$ cat config.mk
export PLATFORM = sky130hd
export DESIGN_NAME = aes_io_stage
export DESIGN_NICKNAME = d
export VERILOG_FILES = /design/src/rtl/aes_io_pkg.sv /design/src/rtl/aes_byte_ser.sv /design/src/rtl/aes_io_stage.sv
export SDC_FILE = /design/constraint.sdc
export NUM_CORES = 1
export LEC_CHECK = 0
export CAP_MARGIN = 0
export CORE_ASPECT_RATIO = 1.5
export CORE_MARGIN = 3
export CORE_UTILIZATION = 54
export DETAILED_ROUTE_END_ITERATION = 7
export PLACE_DENSITY = 0.84
export SLEW_MARGIN = 20
export SYNTH_ARGS = -nofsm -noshare
export SYNTH_HDL_FRONTEND = slang
export SYNTH_SLANG_ARGS = --single-unit
$ cat constraint.sdc
create_clock -name clk -period 5.9 [get_ports clk]
set_input_delay 1.18 -clock clk [delete_from_list [all_inputs] [get_ports clk]]
set_output_delay 1.18 -clock clk [all_outputs]
set_load 0.02 [all_outputs]
$ cat src/rtl/aes_io_pkg.sv
// rtl/aes_io_pkg.sv - shared constants and types for the AES byte-serial I/O stage
package aes_io_pkg;

    localparam int NBYTES = 16;
    localparam int BW     = 8;
    localparam int BLK_W  = NBYTES * BW;

    typedef enum logic [1:0] {
        LOAD   = 2'd0,
        START  = 2'd1,
        WAIT   = 2'd2,
        UNLOAD = 2'd3
    } state_t;

    typedef logic [BW-1:0]    byte_t;
    typedef logic [BLK_W-1:0] block_t;

endpackage

$ cat src/rtl/aes_byte_ser.sv
// rtl/aes_byte_ser.sv - parallel-load, MSB-first byte serializer holding its byte until accepted
module aes_byte_ser #(
    parameter int NBYTES = 16,
    parameter int BW     = 8
) (
    input  logic                 clk,
    input  logic                 rst_n,
    input  logic                 load_i,
    input  logic [NBYTES*BW-1:0] din_i,
    input  logic                 valid_i,
    input  logic                 ready_i,
    output logic [BW-1:0]        dout_o
);
    import aes_io_pkg::*;

    localparam int BLKW = NBYTES * BW;

    logic [BLKW-1:0] shreg_q, shreg_d;

    // The register only moves on a completed transfer, so a stalled byte stays put.
    always_comb begin
        shreg_d = shreg_q;
        if (load_i) begin
            shreg_d = din_i;
        end else if (valid_i && ready_i) begin
            shreg_d = {shreg_q[BLKW-BW-1:0], {BW{1'b0}}};
        end
    end

    always_ff @(posedge clk or negedge rst_n) begin
        if (!rst_n) begin
            shreg_q <= '0;
        end else begin
            shreg_q <= shreg_d;
        end
    end

    assign dout_o = shreg_q[BLKW-1 -: BW];

endmodule

$ cat src/rtl/aes_io_stage.sv
// rtl/aes_io_stage.sv - byte-serial load/unload wrapper around the 128-bit AES round core
module aes_io_stage #(
    parameter int NBYTES = 16,
    parameter int BW     = 8,
    parameter int CW     = 4
) (
    input  logic                 clk,
    input  logic                 rst_n,
    input  logic                 in_valid,
    input  logic [BW-1:0]        in_data,
    output logic                 in_ready,
    output logic                 core_start,
    output logic [NBYTES*BW-1:0] core_din,
    input  logic                 core_done,
    input  logic [NBYTES*BW-1:0] core_dout,
    output logic                 out_valid,
    output logic [BW-1:0]        out_data,
    input  logic                 out_ready,
    output logic                 busy
);
    import aes_io_pkg::*;

    localparam int            BLKW = NBYTES * BW;
    localparam logic [CW-1:0] LAST = CW'(NBYTES - 1);

    state_t          state_q, state_d;
    logic [CW-1:0]   cnt_q, cnt_d;
    logic [BLKW-1:0] in_reg_q, in_reg_d;
    logic [CW-1:0]   lane;
    logic            capture;

    // First accepted byte goes to the top lane.
    assign lane = LAST - cnt_q;

    always_comb begin
        state_d    = state_q;
        cnt_d      = cnt_q;
        in_reg_d   = in_reg_q;
        capture    = 1'b0;
        in_ready   = 1'b0;
        core_start = 1'b0;
        out_valid  = 1'b0;
        case (state_q)
            LOAD: begin
                in_ready = 1'b1;
                if (in_valid) begin
                    in_reg_d[int'(lane)*BW +: BW] = in_data;
                    if (cnt_q == LAST) begin
                        cnt_d   = '0;
                        state_d = START;
                    end else begin
                        cnt_d = cnt_q + CW'(1);
                    end
                end
            end
            START: begin
                core_start = 1'b1;
                state_d    = WAIT;
            end
            WAIT: begin
                if (core_done) begin
                    capture = 1'b1;
                    cnt_d   = '0;
                    state_d = UNLOAD;
                end
            end
            UNLOAD: begin
                out_valid = 1'b1;
                if (out_ready) begin
                    if (cnt_q == LAST) begin
                        cnt_d   = '0;
                        state_d = LOAD;
                    end else begin
                        cnt_d = cnt_q + CW'(1);
                    end
                end
            end
            default: state_d = LOAD;
        endcase
    end

    always_ff @(posedge clk or negedge rst_n) begin
        if (!rst_n) begin
            state_q  <= LOAD;
            cnt_q    <= '0;
            in_reg_q <= '0;
        end else begin
            state_q  <= state_d;
            cnt_q    <= cnt_d;
            in_reg_q <= in_reg_d;
        end
    end

    assign core_din = in_reg_q;
    assign busy     = (state_q != LOAD);

    aes_byte_ser #(
        .NBYTES (NBYTES),
        .BW     (BW)
    ) u_ser (
        .clk     (clk),
        .rst_n   (rst_n),
        .load_i  (capture),
        .din_i   (core_dout),
        .valid_i (out_valid),
        .ready_i (out_ready),
        .dout_o  (out_data)
    );

endmodule

Word-level counts from Yosys, hierarchy flattened. Cells that the tools add are included.

Logic and storage cells: 45. Register bits: 262. Output and inout port bits: 140. Input bits: 141.

$add $sub $neg: 3. Equal/unequal tests: 9. Reductions and logical operators: 8. Multiplexer cells: 19. Shift-type cells: 2.

Operators with widths (count): $mux W128 (2); $bwmux W128 (1); $shift A8 B33 Y128 const A (1); $shiftx A8 B33 Y128 (1); $neg A7 Y33 (1); $mux W4 (4); $pmux W4 S3 (1); $mux W2 (5); $ne A2 B2 Y1 const B (5); $pmux W2 S4 (1); $mux W1 (5); $reduce_and A5 Y1 (1); $add A4 B1 Y4 const B (1); $eq A2 B2 Y1 const B (2); $eq A4 B4 Y1 const B (1); $reduce_and A4 Y1 (1); $reduce_bool A2 Y1 (2); $sub A4 B4 Y4 const A (1); $reduce_bool A3 Y1 (1); $eq A2 B1 Y1 const B (1); $logic_not A2 Y1 (1); $reduce_and A2 Y1 (1); $logic_and A1 B1 Y1 (1).

Longest topological paths before layout.
Depth in word-level cells: 5. Depth in mapped cells: 9. Gate-level depth less buffers: 6.

Modules after synthesis. From an unflattened synthesis, not the netlist that was laid out.

Cells, all modules: 1181. Area total of the unflattened synthesis: 12748.5 um^2.

Modules (own cells, without submodules): aes_byte_ser (cells an instance 722, times used 1, sequential area each 3203.1 um^2, area each 7299.5 um^2); aes_io_stage (cells an instance 459, times used 1, sequential area each 3353.2 um^2, area each 5449.0 um^2).

Worst setup path before layout. No wires, ideal clock.

Kind: input-to-reg. Start point: input port out_ready. End point: register cnt_q[2]. Stages on the path: 5. Path slack: 3482 ps. Setup time: 66 ps. Data arrival time: 2352 ps. Buffers on the path: 1. Data required time: 5834 ps. Cell sequence: nor2b_4 -> or4_1 -> buf_2 -> or4b_1 -> nand2_1.

Word-level cells in the longest chain between the ends: 2.

Ends and longest elaborated chain: start, declared (line aes_io_stage.sv:18) `input logic out_ready,`; $ne A2 B2 Y1 (no line); $reduce_and A4 Y1 (no line); end signal, assigned (line aes_io_stage.sv:89) `cnt_q <= cnt_d;`; end, declared (line aes_io_stage.sv:27) `logic [CW-1:0] cnt_q, cnt_d;`.

No other way between the ends. A chain may end at the register's enable or synchronous reset.

Final worst setup path.
Start point: register state_q[1]. End point: output port in_ready.

Word-level cells in the longest chain between the ends: 2.

Ends and longest elaborated chain: start, declared (line aes_io_stage.sv:26) `state_t state_q, state_d;`; start signal, assigned (line aes_io_stage.sv:88) `state_q <= state_d;`; $logic_not A2 Y1 (line aes_io_stage.sv:43) `case (state_q)`; $mux W1 (line aes_io_stage.sv:43); end, declared (line aes_io_stage.sv:11) `output logic in_ready,`.

No other way between the ends.

==> out/qor.csv <==
metric;value;unit
status;finished, final reports clean;
GRT Residual Overflow;0;
DR WL/cell;19.0;um
Routed Antenna Nets;0;
# rows;64;
CP Class;flip-flop to primary output;
Die ar.;0.0229;mm^2
Netlist cell types;46;
DR DRC count;0;
setup_tns;0;ns
I/O Pins;281;
Nets;1379;
final hold viol count;0;
via count;8384;
ratio of cells with drive above 1 in the final layout;11.1;%
Synth Instances;995;
CTS Sinks;262;
Slew Limit Headroom;29.5;%
PortBufs;280;
Setup WS post-layout;2.61;ns
LEAKAGE;7.25;nW
Die H;184;um
Core ar.;0.0206;mm^2
number of synthesized flops with an enable pin;0;
worst-margin pin slew;1.06;ns
Post-Syn Nets;1143;
initial DRC count;632;
RSZ-0062 raised after global routing;false;
# setup viols final;0;
WP data required;4.72;ns
clock root buffer;clkbuf_16;
VDD IR-drop max;0.335;mV
hold_buf cts;0;
crit path launch type;flip-flop;
first-pass GRT wire length;45400;um
total CTS buffers;24;
CP Max Fanout;9;
PwrDens;496;mW/mm^2
synthesized area per cell;11.4;um^2
top_reg_cell synth;dfrtp_1;
netlist area before placement;0.0114;mm^2
clock buffer depth;3;
Worst-path clk slew;0.07;ns
H-tree Lvls;1;
MaxCap Viol Count;0;
Ys Warns;0;
vias in the first global route;8655;
Total GRT Usage;24.3;%
clk_skew;0.0158;ns
antenna violations before repair;3;
Setup Fix Bufs, Post-CTS;0;
number of fill cells;1416;
Hold Crit Class;flip-flop to flip-flop;
Final Critical Period;3.29;ns
pre-CTS WS;2.59;ns
post-synthesis sequential area ratio;57.6;%
Critical Path Sink Type;primary output;
DPL Wire Length;20000;um
Skew-Pair Late Insertion Delay;0.52;ns
#FFs+latches synth;262;
initial core utilization;55.3;%
vias per cell;5.53;
CP Data Arrival Time;2.11;ns
Syn-to-layout area delta;33.0;%
routed wire length;28800;um
DRT Pass-1 Iters;5;
largest net degree at the start of global routing;215;
RePlAce Congestion;0.819;
Final Slew Violations;0;
ys async rst share;100;%
CTS tree;yes;
Period Utilization, post-route;55.8;%
CTS-repair resized insts;0;
Max Freq;0.304;GHz
die width;125;um
[cell usage after synthesis (all sizes together) (2+ instances only)]
| cell | instances | area, um^2 |
|---|---|---|
| dfrtp | 262 | 6560 |
| nand2 | 188 | 706 |
| o21ai | 169 | 846 |
| mux2i | 120 | 1200 |
| mux2 | 80 | 920 |
| clkbuf | 38 | 143 |
| buf | 36 | 203 |
| and3 | 11 | 68.8 |
| nor2b | 11 | 83.8 |
| o31ai | 11 | 82.6 |
| nand2b | 10 | 62.6 |
| a22o | 9 | 78.8 |
| ha | 7 | 87.6 |
| nor3 | 6 | 63.8 |
| nand3 | 5 | 30.0 |
| nor2 | 4 | 15.0 |
| inv | 3 | 11.3 |
| o2111ai | 3 | 26.3 |
| and3b | 2 | 17.5 |
| nand4 | 2 | 12.5 |
| or2 | 2 | 12.5 |
[registers in the layout, summed over array words and instances, names as in the netlist]
register,count
state_q,2
core_din,128
cnt_q,4
u_ser.shreg_q,128
[through the flow]
stage	util, %	instances	hold slack, ns	area, um^2	total power, W
floorplan	-	995	0.465	11400	0.00465
global placement	69.2	1469	0.460	14200	0.00570
detailed placement	69.2	1469	0.468	14200	0.00584
CTS	73.4	1512	0.486	15100	0.00756
global route	73.5	1515	0.501	15100	0.00794
finish	73.5	1515	0.478	15100	0.00750
[routing by layer]
| metal | global-route usage [%] | wire length [um] | vias to the layer above |
|---|---|---|---|
| met5 | 0 | 0 | - |
| met4 | 9.48 | 1080 | 0 |
| met3 | 4.85 | 1590 | 69 |
| met2 | 43.0 | 14800 | 278 |
| met1 | 29.4 | 11300 | 4100 |
| li1 | - | - | 3937 |
[layout make-up]
| type | count | area [um^2] | share of cell area, % |
|---|---|---|---|
| well taps | 264 | 330 | 2.18 |
| diodes | 3 | 7.51 | 0.0496 |
| repair buffers | 284 | 2880 | 19.0 |
| multi-input cells | 656 | 4490 | 29.7 |
| clock inverters | 12 | 174 | 1.15 |
| inverters | 3 | 11.3 | 0.0744 |
| flip-flops and latches | 262 | 6560 | 43.3 |
| clock buffers | 31 | 688 | 4.55 |
[cell usage in the layout, fill, tap and decap left out, types with 3 or more instances in the layout]
cell type,count
clkdlybuf4s50_1,279
dfrtp_1,262
nand2_1,187
o21ai_0,168
mux2i_1,120
mux2_2,74
clkbuf_16,25
and3_1,11
o31ai_1,11
nand2b_1,10
nor2b_1,9
a22o_1,9
ha_1,7
mux2_4,5
nand3_1,4
nor2_1,4
bufinv_16,4
clkinv_2,4
clkbuf_8,4
diode_2,3
inv_1,3
nor3_4,3
nor3_1,3
buf_12,3
[critical path, cell delays in order (launching register included)]
cell and delay, ns:
dfrtp_1 0.41, inv_1 0.11, ha_1 0.39, clkdlybuf4s50_1 0.68
[final timing paths]
check                              from                  to  slack, ns  cells past startpoint
min in group asynchronous         rst_n  u_ser.shreg_q[122]       0.77                      1
setup reg to reg               cnt_q[0]       core_din[113]       2.63                      6
hold / removal             core_din[15]        core_din[15]       0.48                      2
max in group asynchronous         rst_n        core_din[14]       3.98                      2
setup / recovery             state_q[1]            in_ready       2.61                      3
hold reg to reg            core_din[15]        core_din[15]       0.48                      2
[kinds of logic after synthesis]
group	share of synthesized area, %
compound gates	9.46
xor+xnor	0.220
fa+ha+maj	0.770
buf+inv	3.13
flops	57.6
mux	18.6
simple gates	10.1
[power breakdown]
| part | leakage (nW) | internal, W | switching, W | total (W) |
|---|---|---|---|---|
| Sequential | 3.42 | 0.00251 | 0.000451 | 0.00296 |
| Clock | 0.424 | 0.00100 | 0.000679 | 0.00168 |
| Combinational | 3.40 | 0.00135 | 0.00151 | 0.00285 |
| Total | 7.25 | 0.00486 | 0.00264 | 0.00750 |
No activity file was read; power rests on OpenSTA's default activity.
